### src/rtl/dmem_pkg.sv
// Shared constants and types for the data-memory responder.
package dmem_pkg;

  // RV32I load/store funct3 encodings
  localparam logic [2:0] F3_B  = 3'b000;
  localparam logic [2:0] F3_H  = 3'b001;
  localparam logic [2:0] F3_W  = 3'b010;
  localparam logic [2:0] F3_BU = 3'b100;
  localparam logic [2:0] F3_HU = 3'b101;

  localparam int WAIT_W = 4;

  typedef enum logic [1:0] {
    IDLE = 2'd0,
    WAIT = 2'd1,
    RESP = 2'd2
  } state_e;

endpackage

### src/rtl/dmem_responder_if.sv
// Load/store request and response bundle between a datapath and its data memory.
interface dmem_responder_if #(
  parameter int DATA_W     = 32,
  parameter int DM_ADDRESS = 9
);
  logic                  req_valid;
  logic                  req_ready;
  logic                  req_write;
  logic [2:0]            req_funct3;
  logic [DM_ADDRESS-1:0] req_addr;
  logic [DATA_W-1:0]     req_wdata;
  logic                  rsp_valid;
  logic [DATA_W-1:0]     rsp_rdata;
  logic                  rsp_err;

  modport master (
    output req_valid, req_write, req_funct3, req_addr, req_wdata,
    input  req_ready, rsp_valid, rsp_rdata, rsp_err
  );

  modport slave (
    input  req_valid, req_write, req_funct3, req_addr, req_wdata,
    output req_ready, rsp_valid, rsp_rdata, rsp_err
  );
endinterface

### src/rtl/dmem_load_align.sv
// Extracts and extends the addressed byte/halfword/word and flags illegal or
// misaligned accesses; the flag also gates store commits.
module dmem_load_align
  import dmem_pkg::*;
(
  input  logic [31:0] word,
  input  logic [1:0]  addr_lo,
  input  logic [2:0]  funct3,
  input  logic        is_store,
  output logic [31:0] data,
  output logic        err
);

  logic [7:0]  byte_sel;
  logic [15:0] half_sel;

  always_comb begin
    byte_sel = word[7:0];
    case (addr_lo)
      2'd0: byte_sel = word[7:0];
      2'd1: byte_sel = word[15:8];
      2'd2: byte_sel = word[23:16];
      2'd3: byte_sel = word[31:24];
      default: byte_sel = word[7:0];
    endcase
  end

  assign half_sel = addr_lo[1] ? word[31:16] : word[15:0];

  always_comb begin
    data = '0;
    err  = 1'b0;
    case (funct3)
      F3_B:  data = {{24{byte_sel[7]}}, byte_sel};
      F3_H:  begin
        err  = addr_lo[0];
        data = {{16{half_sel[15]}}, half_sel};
      end
      F3_W:  begin
        err  = |addr_lo;
        data = word;
      end
      // unsigned variants exist only for loads
      F3_BU: begin
        err  = is_store;
        data = {24'b0, byte_sel};
      end
      F3_HU: begin
        err  = is_store | addr_lo[0];
        data = {16'b0, half_sel};
      end
      default: err = 1'b1;
    endcase
    if (err) data = '0;
  end

endmodule

### src/rtl/dmem_responder.sv
// Data-memory responder: one load/store per handshake, answered after WAIT_CYCLES wait states.
// state | meaning
// IDLE  | ready for a request (ready held low for one cycle after reset)
// WAIT  | request latched, wait counter running down
// RESP  | store committed on entry; response registered for the next cycle
module dmem_responder
  import dmem_pkg::*;
#(
  parameter int DATA_W      = 32,
  parameter int DM_ADDRESS  = 9,
  parameter int WAIT_CYCLES = 2
) (
  input logic               clk,
  input logic               reset,
  dmem_responder_if.slave   bus
);

  localparam int WORDS = 2 ** (DM_ADDRESS - 2);

  state_e                state_q, state_d;
  logic [WAIT_W-1:0]     cnt_q, cnt_d;
  logic                  wr_q, wr_d;
  logic [2:0]            f3_q, f3_d;
  logic [DM_ADDRESS-1:0] addr_q, addr_d;
  logic [DATA_W-1:0]     wdata_q, wdata_d;
  logic                  req_ready_q, req_ready_d;
  logic                  rsp_valid_q, rsp_valid_d;
  logic [DATA_W-1:0]     rsp_rdata_q, rsp_rdata_d;
  logic                  rsp_err_q, rsp_err_d;

  logic [DATA_W-1:0]     mem_q [WORDS];

  logic                  accept;
  logic                  cur_wr;
  logic [2:0]            cur_f3;
  logic [DM_ADDRESS-1:0] cur_addr;
  logic [DATA_W-1:0]     cur_wdata;
  logic [DATA_W-1:0]     rd_word;
  logic [DATA_W-1:0]     ld_data;
  logic                  align_err;
  logic [3:0]            byte_en;
  logic [DATA_W-1:0]     st_lanes;
  logic                  commit;

  assign accept = (state_q == IDLE) && bus.req_valid && req_ready_q;

  // With zero wait states the store commits on the accept edge itself, so the
  // live request is used in IDLE and the latched copy everywhere else.
  always_comb begin
    if (state_q == IDLE) begin
      cur_wr    = bus.req_write;
      cur_f3    = bus.req_funct3;
      cur_addr  = bus.req_addr;
      cur_wdata = bus.req_wdata;
    end else begin
      cur_wr    = wr_q;
      cur_f3    = f3_q;
      cur_addr  = addr_q;
      cur_wdata = wdata_q;
    end
  end

  assign rd_word = mem_q[cur_addr[DM_ADDRESS-1:2]];

  dmem_load_align u_align (
    .word     (rd_word),
    .addr_lo  (cur_addr[1:0]),
    .funct3   (cur_f3),
    .is_store (cur_wr),
    .data     (ld_data),
    .err      (align_err)
  );

  always_comb begin
    state_d = state_q;
    cnt_d   = cnt_q;
    wr_d    = wr_q;
    f3_d    = f3_q;
    addr_d  = addr_q;
    wdata_d = wdata_q;
    unique case (state_q)
      IDLE: begin
        if (accept) begin
          wr_d    = bus.req_write;
          f3_d    = bus.req_funct3;
          addr_d  = bus.req_addr;
          wdata_d = bus.req_wdata;
          if (WAIT_CYCLES == 0) begin
            state_d = RESP;
          end else begin
            state_d = WAIT;
            cnt_d   = WAIT_W'(WAIT_CYCLES - 1);
          end
        end
      end
      WAIT: begin
        if (cnt_q == '0) state_d = RESP;
        else             cnt_d   = cnt_q - WAIT_W'(1);
      end
      RESP:    state_d = IDLE;
      default: state_d = IDLE;
    endcase

    req_ready_d = (state_d == IDLE);
    rsp_valid_d = (state_q == RESP);
    rsp_err_d   = (state_q == RESP) && align_err;
    rsp_rdata_d = ((state_q == RESP) && !cur_wr) ? ld_data : '0;
  end

  always_comb begin
    byte_en  = 4'b1111;
    st_lanes = cur_wdata;
    case (cur_f3)
      F3_B: begin
        byte_en  = 4'b0001 << cur_addr[1:0];
        st_lanes = {4{cur_wdata[7:0]}};
      end
      F3_H: begin
        byte_en  = cur_addr[1] ? 4'b1100 : 4'b0011;
        st_lanes = {2{cur_wdata[15:0]}};
      end
      default: begin
        byte_en  = 4'b1111;
        st_lanes = cur_wdata;
      end
    endcase
  end

  assign commit = !reset && cur_wr && !align_err &&
                  (state_d == RESP) && (state_q != RESP);

  always_ff @(posedge clk) begin
    if (commit) begin
      for (int i = 0; i < 4; i++) begin
        if (byte_en[i]) mem_q[cur_addr[DM_ADDRESS-1:2]][8*i +: 8] <= st_lanes[8*i +: 8];
      end
    end
  end

  always_ff @(posedge clk) begin
    if (reset) begin
      state_q     <= IDLE;
      cnt_q       <= '0;
      wr_q        <= 1'b0;
      f3_q        <= '0;
      addr_q      <= '0;
      wdata_q     <= '0;
      req_ready_q <= 1'b0;
      rsp_valid_q <= 1'b0;
      rsp_rdata_q <= '0;
      rsp_err_q   <= 1'b0;
    end else begin
      state_q     <= state_d;
      cnt_q       <= cnt_d;
      wr_q        <= wr_d;
      f3_q        <= f3_d;
      addr_q      <= addr_d;
      wdata_q     <= wdata_d;
      req_ready_q <= req_ready_d;
      rsp_valid_q <= rsp_valid_d;
      rsp_rdata_q <= rsp_rdata_d;
      rsp_err_q   <= rsp_err_d;
    end
  end

  assign bus.req_ready = req_ready_q;
  assign bus.rsp_valid = rsp_valid_q;
  assign bus.rsp_rdata = rsp_rdata_q;
  assign bus.rsp_err   = rsp_err_q;

endmodule

### src/flat_wrapper.sv
// flat-port wrapper written by rule: the top's interface ports become plain ports
module dmem_responder_flat import dmem_pkg::*;
#(
  parameter int DATA_W      = 32,
  parameter int DM_ADDRESS  = 9,
  parameter int WAIT_CYCLES = 2
)
  (clk, reset, bus_req_valid, bus_req_write, bus_req_funct3, bus_req_addr, bus_req_wdata, bus_req_ready, bus_rsp_valid, bus_rsp_rdata, bus_rsp_err);
  dmem_responder_if #(.DATA_W(DATA_W), .DM_ADDRESS(DM_ADDRESS)) bus_i ();
  input logic clk;
  input logic reset;
  input wire logic [$bits(bus_i.req_valid)-1:0] bus_req_valid;
  input wire logic [$bits(bus_i.req_write)-1:0] bus_req_write;
  input wire logic [$bits(bus_i.req_funct3)-1:0] bus_req_funct3;
  input wire logic [$bits(bus_i.req_addr)-1:0] bus_req_addr;
  input wire logic [$bits(bus_i.req_wdata)-1:0] bus_req_wdata;
  output wire logic [$bits(bus_i.req_ready)-1:0] bus_req_ready;
  output wire logic [$bits(bus_i.rsp_valid)-1:0] bus_rsp_valid;
  output wire logic [$bits(bus_i.rsp_rdata)-1:0] bus_rsp_rdata;
  output wire logic [$bits(bus_i.rsp_err)-1:0] bus_rsp_err;
  assign bus_i.req_valid = bus_req_valid;
  assign bus_i.req_write = bus_req_write;
  assign bus_i.req_funct3 = bus_req_funct3;
  assign bus_i.req_addr = bus_req_addr;
  assign bus_i.req_wdata = bus_req_wdata;
  assign bus_req_ready = bus_i.req_ready;
  assign bus_rsp_valid = bus_i.rsp_valid;
  assign bus_rsp_rdata = bus_i.rsp_rdata;
  assign bus_rsp_err = bus_i.rsp_err;
  dmem_responder #(.DATA_W(DATA_W), .DM_ADDRESS(DM_ADDRESS), .WAIT_CYCLES(WAIT_CYCLES)) u_core (.clk(clk), .reset(reset), .bus(bus_i));
endmodule
### config.mk
export PLATFORM = sky130hd
export DESIGN_NAME = dmem_responder_flat
export DESIGN_NICKNAME = d
export VERILOG_FILES = /design/src/rtl/dmem_pkg.sv /design/src/rtl/dmem_responder_if.sv /design/src/rtl/dmem_load_align.sv /design/src/rtl/dmem_responder.sv /design/src/flat_wrapper.sv
export SDC_FILE = /design/constraint.sdc
export NUM_CORES = 2
export LEC_CHECK = 0
export CORE_ASPECT_RATIO = 0.75
export CORE_MARGIN = 3
export CORE_UTILIZATION = 45
export DETAILED_ROUTE_END_ITERATION = 12
export GPL_TIMING_DRIVEN = 1
export PLACE_DENSITY = 0.6
export SLEW_MARGIN = 20
export SYNTH_ARGS = -nofsm -noshare
export SYNTH_HDL_FRONTEND = slang
export SYNTH_SLANG_ARGS = --single-unit
### constraint.sdc
create_clock -name clk -period 10.9 [get_ports clk]
set_input_delay 2.18 -clock clk [delete_from_list [all_inputs] [get_ports clk]]
set_output_delay 2.18 -clock clk [all_outputs]
set_load 0.02 [all_outputs]
# After elaboration in Yosys (flattened, before gate mapping)
# Memory sizes are Yosys's and may differ from the RTL's.
# Index checks and enable logic that the tools add are counted.
[classes] addsub=1 n_mul=0 n_div=0 n_lt_le_gt_ge=0 eq_ne=13 shifts=1 muxes=29 bitwise=2 n_reduce_logical=21
[ops] op="32-bit one-hot mux with 5 select lines" count=1
[ops] op="32-bit one-hot mux with 2 select lines" count=1
[ops] op="32-bit 2-to-1 mux" count=1
[ops] op="8-bit one-hot mux with 4 select lines" count=1
[ops] op="16-bit 2-to-1 mux" count=1
[ops] op="4-bit one-hot mux with 2 select lines" count=2
[ops] op="1-bit 2-to-1 mux" count=13
[ops] op="4-bit 2-to-1 mux" count=3
[ops] op="9-bit 2-to-1 mux" count=1
[ops] op="2-bit equality test (second input constant)" count=4
[ops] op="1-bit logical AND" count=8
[ops] op="3-bit equality test (second input constant)" count=2
[ops] op="2-bit logical NOT" count=3
[ops] op="1-bit one-hot mux with 5 select lines" count=1
[ops] op="2-bit by 1-bit equality test with 1-bit output (second input constant)" count=2
[ops] op="4-bit logical NOT" count=1
[ops] op="2-bit 2-to-1 mux" count=2
[ops] op="2-bit != test (second input constant)" count=2
[ops] op="2-bit one-hot mux with 2 select lines" count=1
[ops] op="1-bit by 2-bit left shift with 4-bit output (first input constant)" count=1
[ops] op="4-bit by 1-bit subtractor with 4-bit output (second input constant)" count=1
[ops] op="3-bit by 1-bit equality test with 1-bit output (second input constant)" count=1
[ops] op="3-bit by 2-bit equality test with 1-bit output (second input constant)" count=1
[ops] op="1-bit logical NOT" count=3
[ops] op="10 further kinds" count=10
[totals] reg_bits=86 latch_bits=0 ram_bits=4096 romBits=0 inputBits=48 wordCells=78 mem_count=1
[mem_list] memory="u_core.mem_q" depth=128 width=32 rd=1 rd_ports_with_merged_regs=0 wr=1 line="dmem_responder.sv:31" text="logic [DATA_W-1:0] mem_q [WORDS];"

# Logic depth before layout (Yosys ltp)
[depth] depth_word=10 depth_mapped=19 ltp_nobuf=10

# Modules after synthesis
# Synthesis repeated with hierarchy kept, for this count alone.
[hier_totals] cells_unflattened=13470 hier_area_um2=172032.5
[modules_own_cells] module="dmem_responder" instances=1 cells_per_inst=13350 area_each_um2=171202.9
[modules_own_cells] module="dmem_load_align" instances=1 cells_per_inst=120 area_each_um2=829.5

# Least setup slack after synthesis
# Ideal clock, no wire load.
[synth_timing] path_type="input-to-reg" start="input port bus_req_wdata[0]" end="memory u_core.mem_q[0][16] (data pin)" arrival_ns=7.466 required_ns=9.931 slack_ns=2.465 cell_stages=4 n_path_buf=0 path_cell_list="mux2i_1 > inv_1 > nor2_1 > a31oi_1"
[synth_between] elab_chain_cells=2
[synth_rtl] element="start, declared" line="flat_wrapper.sv:16" text="input wire logic [$bits(bus_i.req_wdata)-1:0] bus_req_wdata;"
[synth_rtl] element="32-bit 2-to-1 mux" line="dmem_responder.sv:50" text="if (state_q == IDLE) begin"
[synth_rtl] element="net u_core.cur_wdata[0]" line="dmem_responder.sv:37" text="logic [DATA_W-1:0] cur_wdata;"
[synth_rtl] element="32-bit one-hot mux with 2 select lines" line="dmem_responder.sv:113" text="case (cur_f3)"
[synth_rtl] element="net u_core.st_lanes[16]" line="dmem_responder.sv:42" text="logic [DATA_W-1:0] st_lanes;"
[synth_rtl] element="end, declared" line="dmem_responder.sv:31"
# The timed path passes the listed nets, and every way through them passes these cells.

# Final worst setup path
[layout_timing] start="input port bus_req_addr[2]" end="register u_core.rsp_rdata_q[3], in the netlist u_core.bus.rsp_rdata[3]"
[layout_between] elab_chain_cells=4 elab_cells_between_ends=5 cone_classes="4 x mux; 1 x memory"
[layout_rtl] element="start, declared" line="flat_wrapper.sv:15" text="input wire logic [$bits(bus_i.req_addr)-1:0] bus_req_addr;"
[layout_rtl] element="9-bit 2-to-1 mux *" line="dmem_responder.sv:50"
[layout_rtl] element="memory 128 x 32 bit *"
[layout_rtl] element="8-bit one-hot mux with 4 select lines / 16-bit 2-to-1 mux (equally long branches)" line="dmem_load_align.sv:19, dmem_load_align.sv:28"
[layout_rtl] element="32-bit one-hot mux with 5 select lines *" line="dmem_load_align.sv:33" text="case (funct3)"
[layout_rtl] element="end signal, assigned" line="dmem_responder.sv:161" text="rsp_rdata_q <= rsp_rdata_d;"
[layout_rtl] element="end, declared" line="dmem_responder.sv:28" text="logic [DATA_W-1:0] rsp_rdata_q, rsp_rdata_d;"
# Mark *: on every way between the ends. The rest lies on a longest branch, timed or not.
# A chain may end at the register's enable or synchronous reset.

==> reports/results.ini <==
[status]
status = finished clean

[timing]
period_share = 0.711
fmax_ghz = 0.129
slew_viol_final = 0
finClkSkew_ns = 0.0410
rsz0062_at_grt = no
hold_viol_final = 0
slew_headroom = 0.125
worst_slew_pin_slew_ns = 1.30
period_needed_ns = 7.75
tns_ns = 0
setup_violations = 0

[cells_and_area]
nFillCells = 28039
design_area_sq_mm = 0.179
drive_above_1_share = 0.132
final_cells = 15189
regArea_sq_mm = 0.125
syn2layout_area_growth_pct = 14.1
nets = 10290
multiInputGateArea_sq_mm = 0.0302

[pwr]
switching_share = 0.242
p_per_area_mw_per_mm2 = 193
p_int_mw = 26.2
vdd_drop_max_mv = 0.138
seqPwrFrac = 0.525
clkPwrFrac = 0.387
pwr-share-comb = 0.088
p_leak_nw = 56.0
p_sw_mw = 8.36

[global_route]
gr-total-overflow = 0
grt_pass1_vias = 94688
grt_util_all_layers = 0.289
antenna_found_initial = 36
grt_pass1_wl_mm = 739
grt_max_degree = 129

[worst_setup_path]
endpoint_kind = flip-flop
cp.required_ns = 11.74
worstSetupPathType = in2reg
r2r_slack_ns = 3.89
worstSetupPathDepth = 13
path_delay_family = simple AND/OR/NAND/NOR gates
r2r-end = u_core.bus.rsp_rdata[3]
startpoint = bus_req_addr[2]
arrival_ns = 8.59
worst_r2r_path_depth = 13
critical_path.max_stage_delay_ns = 0.93
r2r-start = u_core.state_q[0]
cp_max_fo = 95
cp-start-kind = primary input
path_buf_inv = 3
path_cells = clkdlybuf4s50_1, buf_4, or3b_4, nand2_8, buf_12, nand2_1, and3_1, o41ai_1, a21oi_1, or4_1, nor4_2, mux2i_1, o221ai_1
worstSetupEndpoint = u_core.bus.rsp_rdata[3]
crit_slowest_cell = nor4_2

[drt]
drt_pre_antenna_iters = 9
drt_wl_total_mm = 530
wl_per_cell_microns = 34.9
ant_nets = 0
drtIter0Drc = 17712
vias = 101630
viasPerCell = 6.69
drc = 0

[floorplanning]
die-area_sq_mm = 0.356
boundaryPins = 83
start_util = 0.453
core_sq_mm = 0.347
rows = 187
die_height_microns = 518
die_w_microns = 688

[clock_network]
cts_tree = built
cts_root_buffer = clkbuf_16
post_cts_buffers = 0
postCtsHoldBufs = 0
cts.sinks = 4182
htreeDepth = 5
clock_path_buffers = 4
numCtsBuffers = 378
clk_pin_slew_worst_paths_ns = 0.07
cts_resized = 0
insertion_delay_ns = 0.95

[synth]
ys_seq_area_frac = 0.794
yosysUniqueCellTypes = 89
ys_warn_count = 0
synth_cells = 9898
syn_area_sq_mm = 0.157
synth_area_per_cell_sq_um = 15.9
syn-num-nets = 9948
synth-main-ff-cell = edfxtp_1
synth_seq_cells = 4182
synth-async-reset-ratio = 0
synth_edf_count = 4096

[place]
place_hpwl_mm = 311
io_buffers = 82
gp_congestion = 0.923
placed_area_sq_mm = 0.167
dpl.cell_count = 14487

[hold_path]
holdCritPathClass = reg2reg

[flow_run]
max_cap_violations = 0

-- cell usage in the layout, fill, tap and decap left out, drive strengths merged, types with 17 or more instances in the layout --
cell | netlist | layout
a32o | 50 | 50
mux2i | 146 | 146
nor4 | 106 | 106
nor3 | 697 | 697
a211oi | 92 | 92
a21oi | 178 | 178
nand2 | 908 | 908
dfxtp | 86 | 86
a31oi | 127 | 127
nand3 | 238 | 238
clkinv | 0 | 154
o21ai | 78 | 78
inv | 14 | 23
clkbuf | 307 | 474
o41ai | 54 | 54
a2111oi | 17 | 17
bufinv | 0 | 39
buf | 472 | 660
a32oi | 44 | 44
diode | 0 | 17
edfxtp | 4096 | 4096
nand4 | 21 | 21
o22a | 79 | 79
o22ai | 1285 | 1285
or4 | 18 | 18
a22oi | 64 | 64
o211ai | 34 | 34
o221ai | 156 | 156
nand2b | 19 | 19
o31ai | 32 | 32
and3 | 112 | 112
nor2 | 220 | 220
clkdlybuf4s50 | 0 | 81
-- flip-flops by register name (all words and copies together), names as in the netlist --
| register | count |
|---|---|
| u_core.addr_q | 9 |
| u_core.wr_q | 1 |
| u_core.mem_q | 4096 |
| u_core.wdata_q | 32 |
| u_core.bus.rsp_err | 1 |
| u_core.state_q | 2 |
| u_core.bus.rsp_rdata | 32 |
| u_core.f3_q | 3 |
| u_core.bus.req_ready | 1 |
| u_core.bus.rsp_valid | 1 |
| u_core.cnt_q | 4 |
-- power by group through the flow --
stage / Clock, mW / Combinational [mW] / Sequential (mW)
5_1_grt: 14.1 / 3.13 / 18.1
3_3_place_gp: 0 / 2.88 / 18.5
4_1_cts: 13.4 / 2.94 / 18.1
6_report: 13.4 / 3.05 / 18.1
2_1_floorplan: 0 / 1.42 / 18.6
3_5_place_dp: 0 / 2.94 / 18.5
-- routing by layer --
layer,vias up,track usage,part of all wire
li1,40942,-,-
met1,51800,0.428,0.39
met2,7867,0.408,0.42
met3,999,0.0876,0.15
met4,22,0.0942,0.038
met5,-,0,0.00027
-- area by class of cell --
type                       instances  area share
antenna                           17    0.000237
clock buffer                     474      0.0561
clock inverter                   208      0.0111
inverter                          14    0.000405
multi-input combinational       4923       0.168
sequential                      4182       0.696
tap                             4630      0.0323
timing repair buffer             741      0.0359
-- how the worst min path moves through the flow --
| stage | from | endpoint | depth (start not counted) | slack [ns] |
|---|---|---|---|---|
| global route | u_core.wdata_q[1] | u_core.wdata_q[1] | 2 | 0.47 |
| floorplan | u_core.f3_q[1] | u_core.f3_q[1] | 2 | 0.44 |
| CTS | u_core.wdata_q[21] | u_core.wdata_q[21] | 2 | 0.46 |
| finish | u_core.wdata_q[13] | u_core.wdata_q[13] | 2 | 0.46 |
| global placement | u_core.wdata_q[13] | u_core.wdata_q[13] | 2 | 0.44 |
| detailed placement | u_core.wdata_q[13] | u_core.wdata_q[13] | 2 | 0.45 |
-- worst register-to-register path: cells and delay by family, from the launching register on --
kind	cells	cell delay, ns
DFF	1	0.32
buffers and inverters	3	1.21
AOI/OAI and AO/OA	4	1.52
muxes	2	1.07
and+or+nand+nor	4	2.80
-- per-stage QoR --
step	hold slack (ns)	total power, mW	utilization	setup WS [ns]
2_1_floorplan	0.436	20.0	-	2.46
3_3_place_gp	0.441	21.3	0.481	2.49
3_5_place_dp	0.448	21.4	0.482	2.56
4_1_cts	0.457	34.5	0.517	3.51
5_1_grt	0.472	35.3	0.517	3.23
6_report	0.456	34.5	0.517	3.15
-- cell usage after synthesis, drive strengths merged, types with 9 or more instances --
cell | count | area [sq um]
a2111oi | 17 | 149
a211oi | 92 | 691
a21oi | 178 | 891
a222oi | 12 | 120
a22oi | 64 | 495
a31oi | 127 | 795
a32o | 50 | 500
a32oi | 44 | 385
and3 | 112 | 701
buf | 472 | 2280
clkbuf | 307 | 1150
dfxtp | 86 | 1720
edfxtp | 4096 | 123000
inv | 14 | 52.6
mux2i | 146 | 1480
nand2 | 908 | 3420
nand2b | 19 | 119
nand3 | 238 | 1200
nand4 | 21 | 131
nor2 | 220 | 826
nor3 | 697 | 3490
nor4 | 106 | 663
o2111ai | 9 | 78.8
o211ai | 34 | 280
o21ai | 78 | 394
o221ai | 156 | 1370
o22a | 79 | 692
o22ai | 1285 | 8040
o31ai | 32 | 240
o32ai | 12 | 105
o41ai | 54 | 473
or3 | 9 | 56.3
or4 | 18 | 135
-- logic make-up after synthesis --
group                      share of synthesized area
adders and majority gates                   0.000159
AOI/OAI and AO/OA                              0.103
DFF                                            0.794
xor gates and xnor gates                    0.000112
and+or+nand+nor                               0.0702
buffers and inverters                         0.0222
muxes                                        0.00996
No activity file was read; power rests on OpenSTA's default activity.
